File: config.mk
export PLATFORM = sky130hd
export DESIGN_NAME = pipe_if_stage
export DESIGN_NICKNAME = d
export VERILOG_FILES = /design/src/rtl/pipe_if_stage_pkg.sv /design/src/rtl/if_next_pc_mux.sv /design/src/rtl/pipe_if_stage.sv
export SDC_FILE = /design/constraint.sdc
export NUM_CORES = 1
export LEC_CHECK = 0
export CORE_MARGIN = 2
export CORE_UTILIZATION = 35
export CTS_BUF_LIST = sky130_fd_sc_hd__clkbuf_16
export DETAILED_ROUTE_END_ITERATION = 6
export PLACE_DENSITY = 0.68
export SETUP_SLACK_MARGIN = 0.3
export SLEW_MARGIN = 30
export SYNTH_ARGS = -nofsm -noshare
export SYNTH_HDL_FRONTEND = slang
export SYNTH_SLANG_ARGS = --single-unit
export TNS_END_PERCENT = 1
File: constraint.sdc
create_clock -name clock -period 3.47 [get_ports clock]
set_clock_uncertainty 0.2 [all_clocks]
set_input_delay 0.5205 -clock clock [delete_from_list [all_inputs] [get_ports clock]]
set_output_delay 0.5205 -clock clock [all_outputs]
set_load 0.005 [all_outputs]
File: src/rtl/pipe_if_stage_pkg.sv
// pipe_if_stage_pkg
//   Shared definitions for the instruction-fetch stage.
//   - pcsource encodings driven by the ID stage
//   - reset PC and the NOP bubble word
//   - fetch FSM state type
package pipe_if_stage_pkg;

   localparam logic [1:0]  PCS_SEQ  = 2'b00;  // pc + 4
   localparam logic [1:0]  PCS_BR   = 2'b01;  // branch target
   localparam logic [1:0]  PCS_JR   = 2'b10;  // jump-register target
   localparam logic [1:0]  PCS_J    = 2'b11;  // jump target

   localparam logic [31:0] RESET_PC = 32'h0000_0000;
   localparam logic [31:0] NOP_INST = 32'h0000_0000;

   typedef enum logic {
      S_FETCH = 1'b0,
      S_HOLD  = 1'b1
   } if_state_e;

endpackage

File: src/rtl/if_next_pc_mux.sv
// if_next_pc_mux
//   Combinational next-PC selector. A redirect that arrived while the PC
//   could not advance takes priority over whatever ID presents now.
//   Ports:
//     pcsource     ID next-PC select
//     pc_plus_4    sequential successor of the current pc
//     bpc/rpc/jpc  branch / jump-register / jump targets
//     pend_valid   a redirect is waiting to be applied
//     pend_target  the waiting redirect address
//     next_pc      address the PC loads when it advances
module if_next_pc_mux
   import pipe_if_stage_pkg::*;
(
   input  logic [1:0]  pcsource,
   input  logic [31:0] pc_plus_4,
   input  logic [31:0] bpc,
   input  logic [31:0] rpc,
   input  logic [31:0] jpc,
   input  logic        pend_valid,
   input  logic [31:0] pend_target,
   output logic [31:0] sel_pc,
   output logic [31:0] next_pc
);

   always_comb begin
      sel_pc = pc_plus_4;
      case (pcsource)
         PCS_SEQ: sel_pc = pc_plus_4;
         PCS_BR:  sel_pc = bpc;
         PCS_JR:  sel_pc = rpc;
         PCS_J:   sel_pc = jpc;
         default: sel_pc = pc_plus_4;
      endcase
   end

   assign next_pc = pend_valid ? pend_target : sel_pc;

endmodule

File: src/rtl/pipe_if_stage.sv
// pipe_if_stage
//   Instruction-fetch stage: holds the PC, issues fetch requests to an
//   instruction memory with variable latency, buffers a returned word while
//   ID stalls, and remembers a redirect that arrives while a fetch is waiting.
//
//   state  | meaning
//   -------+--------------------------------------------------------------
//   FETCH  | imem_req=1, waiting for / receiving the word at pc
//   HOLD   | word at pc captured in inst_buf while ID stalls, imem_req=0
//
//   Ports:
//     clock, resetn                clock and async active-low reset
//     wpcir                        1 = PC and IF/ID may advance
//     pcsource, bpc, rpc, jpc      next-PC select and targets from ID
//     imem_req/addr/ack/rdata      instruction memory handshake
//     pc, pc_plus_4, inst          values presented to IF/ID
//     if_busy                      fetch outstanding without ack
module pipe_if_stage
   import pipe_if_stage_pkg::*;
(
   input  logic        clock,
   input  logic        resetn,
   input  logic        wpcir,
   input  logic [1:0]  pcsource,
   input  logic [31:0] bpc,
   input  logic [31:0] rpc,
   input  logic [31:0] jpc,
   output logic        imem_req,
   output logic [31:0] imem_addr,
   input  logic        imem_ack,
   input  logic [31:0] imem_rdata,
   output logic [31:0] pc,
   output logic [31:0] pc_plus_4,
   output logic [31:0] inst,
   output logic        if_busy
);

   if_state_e   state_q, state_d;
   logic [31:0] pc_q;
   logic [31:0] inst_buf_q;
   logic        pend_valid_q;
   logic [31:0] pend_target_q;

   logic [31:0] pc_plus_4_w;
   logic [31:0] sel_pc;
   logic [31:0] next_pc;
   logic        pc_adv;
   logic        buf_load;
   logic        pend_load;

   assign pc_plus_4_w = pc_q + 32'd4;

   if_next_pc_mux u_next_pc (
      .pcsource    (pcsource),
      .pc_plus_4   (pc_plus_4_w),
      .bpc         (bpc),
      .rpc         (rpc),
      .jpc         (jpc),
      .pend_valid  (pend_valid_q),
      .pend_target (pend_target_q),
      .sel_pc      (sel_pc),
      .next_pc     (next_pc)
   );

   // PC advances when ID accepts and an instruction is available, either
   // just returned from memory or already buffered.
   assign pc_adv   = wpcir && ((state_q == S_HOLD) || imem_ack);
   assign buf_load = (state_q == S_FETCH) && imem_ack && !wpcir;
   // Only the first redirect of a wait is kept; later ones are ignored.
   assign pend_load = (state_q == S_FETCH) && !imem_ack && wpcir &&
                      (pcsource != PCS_SEQ) && !pend_valid_q;

   always_ff @(posedge clock or negedge resetn) begin
      if (!resetn) state_q <= S_FETCH;
      else         state_q <= state_d;
   end

   always_comb begin
      state_d = state_q;
      case (state_q)
         S_FETCH: if (imem_ack && !wpcir) state_d = S_HOLD;
         S_HOLD:  if (wpcir)              state_d = S_FETCH;
         default:                         state_d = S_FETCH;
      endcase
   end

   always_comb begin
      imem_req = 1'b0;
      if_busy  = 1'b0;
      inst     = NOP_INST;
      case (state_q)
         S_FETCH: begin
            imem_req = 1'b1;
            if_busy  = !imem_ack;
            inst     = imem_ack ? imem_rdata : NOP_INST;
         end
         S_HOLD: begin
            inst = inst_buf_q;
         end
         default: begin
            inst = NOP_INST;
         end
      endcase
   end

   always_ff @(posedge clock or negedge resetn) begin
      if (!resetn) begin
         pc_q          <= RESET_PC;
         inst_buf_q    <= NOP_INST;
         pend_valid_q  <= 1'b0;
         pend_target_q <= 32'h0;
      end else begin
         if (pc_adv) begin
            pc_q         <= next_pc;
            pend_valid_q <= 1'b0;
         end else if (pend_load) begin
            pend_valid_q  <= 1'b1;
            pend_target_q <= sel_pc;
         end
         if (buf_load) inst_buf_q <= imem_rdata;
      end
   end

   assign pc        = pc_q;
   assign imem_addr = pc_q;
   assign pc_plus_4 = pc_plus_4_w;

endmodule

==> summary.txt, run 1 <==
Synth
  – Synth Instances: 613
  – Post-synthesis cell type count: 53
  – Mapped cell area: 5920 µm²
  – Mapped Avg Cell Area: 9.66 µm²
  – Mux contribution to synthesized area: 14.5%
  – Register area share after synthesis: 41.4%
  – Combinational family with the most area after synthesis: compound AO/OA/AOI/OAI gates
  – Ys flop type: dfrtp_1
  – Post-synthesis compound-gate area fraction: 16.1%
  – Top post-synthesis cells by count: 98 x dfrtp_1, 86 x nand2_1, 46 x mux2_2, 42 x o21ai_0
  – Area share of the largest cell type after synthesis: 41.4%
  – #FFs+latches synth: 98
  – Ys async rst share: 100%
  – Most frequent cell after synthesis: dfrtp_1
  – Post-Synth XOR/XNOR Area: 4.14%
  – Yosys warns: 0
  – Dominant cells by area after synthesis: dfrtp_1 41%, mux2_2 8.7%, nand2_1 5.5%
  – Post-Synth Adder-Cell Area: 0.211%
  – Synth area leader: dfrtp_1
  – Simple-Gate Fraction of Synth Area: 16.0%
  – Post-synth EDFFs: 0
  – Mapped Nets: 748

Finish
  – Area grow syn2layout: 50.7%
  – Core Util, Final: 53.8%
  – Antenna fix cells: 0
  – Layout Nets: 969
  – Fraction of layout cells with a size suffix above 1: 15.1%
  – Finished layout cell area: 8920 µm²

Pwr
  – Reg power frac: 39.3%
  – Switch Pwr: 1.36 mW
  – Cell Int Power: 2.96 mW
  – VDD IR max: 0.270 mV
  – Combinational share of power: 40.1%
  – Pwr dens: 484 nW/µm²
  – Clock network power share: 20.6%
  – Sw Share: 31.4%
  – Static Leakage: 3.60 nW
  – Pwr Total: 4.32 mW

Global routing
  – Vias in the first global route: 5427
  – Antenna violations before repair: 0
  – Largest net degree at the start of global routing: 66
  – Remaining Overflow, GRT: 0
  – First-pass GRT wire length: 29900 µm
  – GRT Resource Usage Total: 21.3%

Timing
  – Final Cycle Share: 90.2%
  – Rel. slew slack: 34.3%
  – Worst-Margin Slew: 0.984 ns
  – RSZ-0062 raised after global routing: yes
  – Final Critical Period: 3.13 ns
  – Fin. max-slew vios: 0
  – Setup TNS: 0 ns
  – Maximum clock rate: 319 MHz
  – Fin. Hold Viols: 0
  – Final setup fails: 0

Worst setup path
  – Slowest cell on the critical path: clkdlybuf4s50_1
  – Worst Reg-to-Reg Cells: 6
  – Critical Setup Path Class: reg -> out
  – Crit. End Element: primary output
  – FF-to-FF End: pend_target_q[20]$_DFFE_PN0P_
  – Crit path cell chain: and3_1 > nand4_4 > nor4b_2 > xor2_1 > clkdlybuf4s50_1
  – Crit path launch type: flip-flop
  – Worst Path Arrival: 2.41 ns
  – CP max stage delay: 0.55 ns
  – Max Fanout on Critical Path: 7
  – Worst R2R Setup Slack: 1.13 ns
  – Worst R2R Start: state_q$_DFF_PN0_
  – Critical path required time: 2.75 ns

Floorplan
  – Ports: 264
  – Die Ht: 134 µm
  – Die ar.: 18000 µm²
  – Floorplan core area: 16600 µm²
  – Starting Density: 35.7%
  – Cell row count: 47
  – Die Span X: 134 µm

Detailed routing
  – Drt first pass iters: 5
  – Drt initial violations: 267
  – Post-detailed-route count of antenna-violating nets: 0
  – DR WL/cell: 18.1 µm
  – Vias: 5569
  – DRC violations left: 0
  – Final WL: 19200 µm
  – Via/cell ratio: 5.26

Flow run
  – Maxcap violations: 0

Clock network
  – H-tree depth reported by CTS: 3
  – Clock tree buffer depth: 2
  – Number of CTS-inserted buffers: 9
  – CTS tree: built
  – Root Driver: clkbuf_16
  – Clk Latency, worst-skew pair: 0.35 ns
  – Clock transition at path regs: 0.06 ns
  – CTS sink cnt: 98
  – CTS Hold Bufs: 0

Placed design
  – Final HPWL DP: 14000 µm
  – Placer Congestion: 0.819
  – Dpl cell area: 8560 µm²
  – Port Buffers: 263

Status
  – Status: complete, no violations

Hold path
  – Worst hold path type: in -> async
## cells by family after synthesis
kind of cell,after synthesis
and+or+nand+nor,190
buffers and inverters,84
xor gates and xnor gates,28
DFF,98
muxes,70
adders and majority gates,1
AOI/OAI and AO/OA,142
## cell usage in the layout, fill, tap and decap left out, types with 5 or more instances in the layout
cell type and count:
mux2_2 46, a22o_1 32, inv_1 6, buf_4 25, clkbuf_16 9, a31oi_1 9, nand3b_1 5, clkdlybuf4s50_1 260
xor2_1 11, dfrtp_1 83, nand3_1 13, nand2_1 86, clkinv_1 5, o21ai_0 41, o31a_1 5, mux4_2 8
mux2i_1 15, o22ai_1 9, nand4_1 8, and3_1 13, a21oi_1 23, dfrtp_2 15, nor3_1 5, xnor2_1 17
nor2_1 33
## registers in the layout (all words and copies together), names as in the netlist
signal	cells
state_q	1
pend_valid_q	1
imem_addr	32
inst_buf_q	32
pend_target_q	32
## repair_timing
item / 4_1_cts / 5_1_grt
resized for setup: 19 / 3
endpoints found under the setup margin: 16 / 10
pin swaps: 2 / 0
buffers inserted: 7 / 0
## per-stage QoR
| step | std cells | setup slack (ns) | hold WS [ns] |
|---|---|---|---|
| floorplan | 613 | 1.08 | 0.0249 |
| global placement | 1035 | 0.433 | 0.253 |
| detailed placement | 1035 | 0.400 | 0.263 |
| CTS | 1058 | 0.309 | 0.104 |
| global route | 1059 | 0.219 | 0.134 |
| finish | 1059 | 0.340 | 0.0667 |
## power by group through the flow
stage	registers (mW)	logic [mW]	clock network [mW]
after global routing	1.74	1.88	0.966
after global placement	1.74	1.65	0
after CTS	1.71	1.72	0.924
final	1.70	1.73	0.891
after floorplan	1.65	0.795	0
after detailed placement	1.75	1.66	0
## worst max-delay path: cells and delay by family (launching register included)
| family | cells | cell delay, ns |
|---|---|---|
| xor+xnor | 1 | 0.22 |
| buf+inv | 1 | 0.55 |
| simple gates | 3 | 0.77 |
| flops | 1 | 0.52 |
## how the worst max path moves through the flow
stage                               from             to  slack (ns)  depth (start not counted)
4_1_cts        imem_addr[23]$_DFFE_PN0P_  pc_plus_4[30]        0.31                          5
3_5_place_dp    imem_addr[6]$_DFFE_PN0P_  pc_plus_4[26]        0.40                          6
5_1_grt        imem_addr[25]$_DFFE_PN0P_  pc_plus_4[30]        0.22                          5
6_report       imem_addr[20]$_DFFE_PN0P_  pc_plus_4[30]        0.34                          5
3_3_place_gp    imem_addr[6]$_DFFE_PN0P_  pc_plus_4[26]        0.43                          6
2_1_floorplan   imem_addr[4]$_DFFE_PN0P_  pc_plus_4[31]        1.08                          6
## layout make-up
class / count / area (µm²)
clock inverters: 7 / 27.5
well taps: 220 / 275
inverters: 5 / 18.8
fillers: 1546 / 7660
multi-input cells: 431 / 3060
clock buffers: 9 / 225
repair buffers: 289 / 2840
flip-flops and latches: 98 / 2470
## routing by layer
| layer | vias to the layer above | global-route usage (%) | part of all wire [%] |
|---|---|---|---|
| li1 | 2627 | - | - |
| met1 | 2683 | 28.1 | 43 |
| met2 | 231 | 35.3 | 48 |
| met3 | 28 | 4.35 | 7.6 |
| met4 | 0 | 6.67 | 2.0 |
| met5 | - | 0 | 0 |
(Power assumes the default switching activity.)
==> inputs of run 2 (changes only) <==
--- a/config.mk
+++ b/config.mk
@@ -5,6 +5,7 @@
 export SDC_FILE = /design/constraint.sdc
 export NUM_CORES = 1
 export LEC_CHECK = 0
+export ABC_CLOCK_PERIOD_IN_PS = 3470
 export CORE_MARGIN = 2
 export CORE_UTILIZATION = 35
 export CTS_BUF_LIST = sky130_fd_sc_hd__clkbuf_16
==> results of run 2 <==
Final layout, timing and power as in run 1 (identical DEF).
==> inputs of run 3 (changes only) <==
--- a/config.mk
+++ b/config.mk
@@ -10,6 +10,7 @@
 export CORE_UTILIZATION = 35
 export CTS_BUF_LIST = sky130_fd_sc_hd__clkbuf_16
 export DETAILED_ROUTE_END_ITERATION = 6
+export HOLD_SLACK_MARGIN = 0.02
 export PLACE_DENSITY = 0.68
 export SETUP_SLACK_MARGIN = 0.3
 export SLEW_MARGIN = 30
==> results of run 3 <==
Final layout, timing and power as in run 1 (identical DEF).
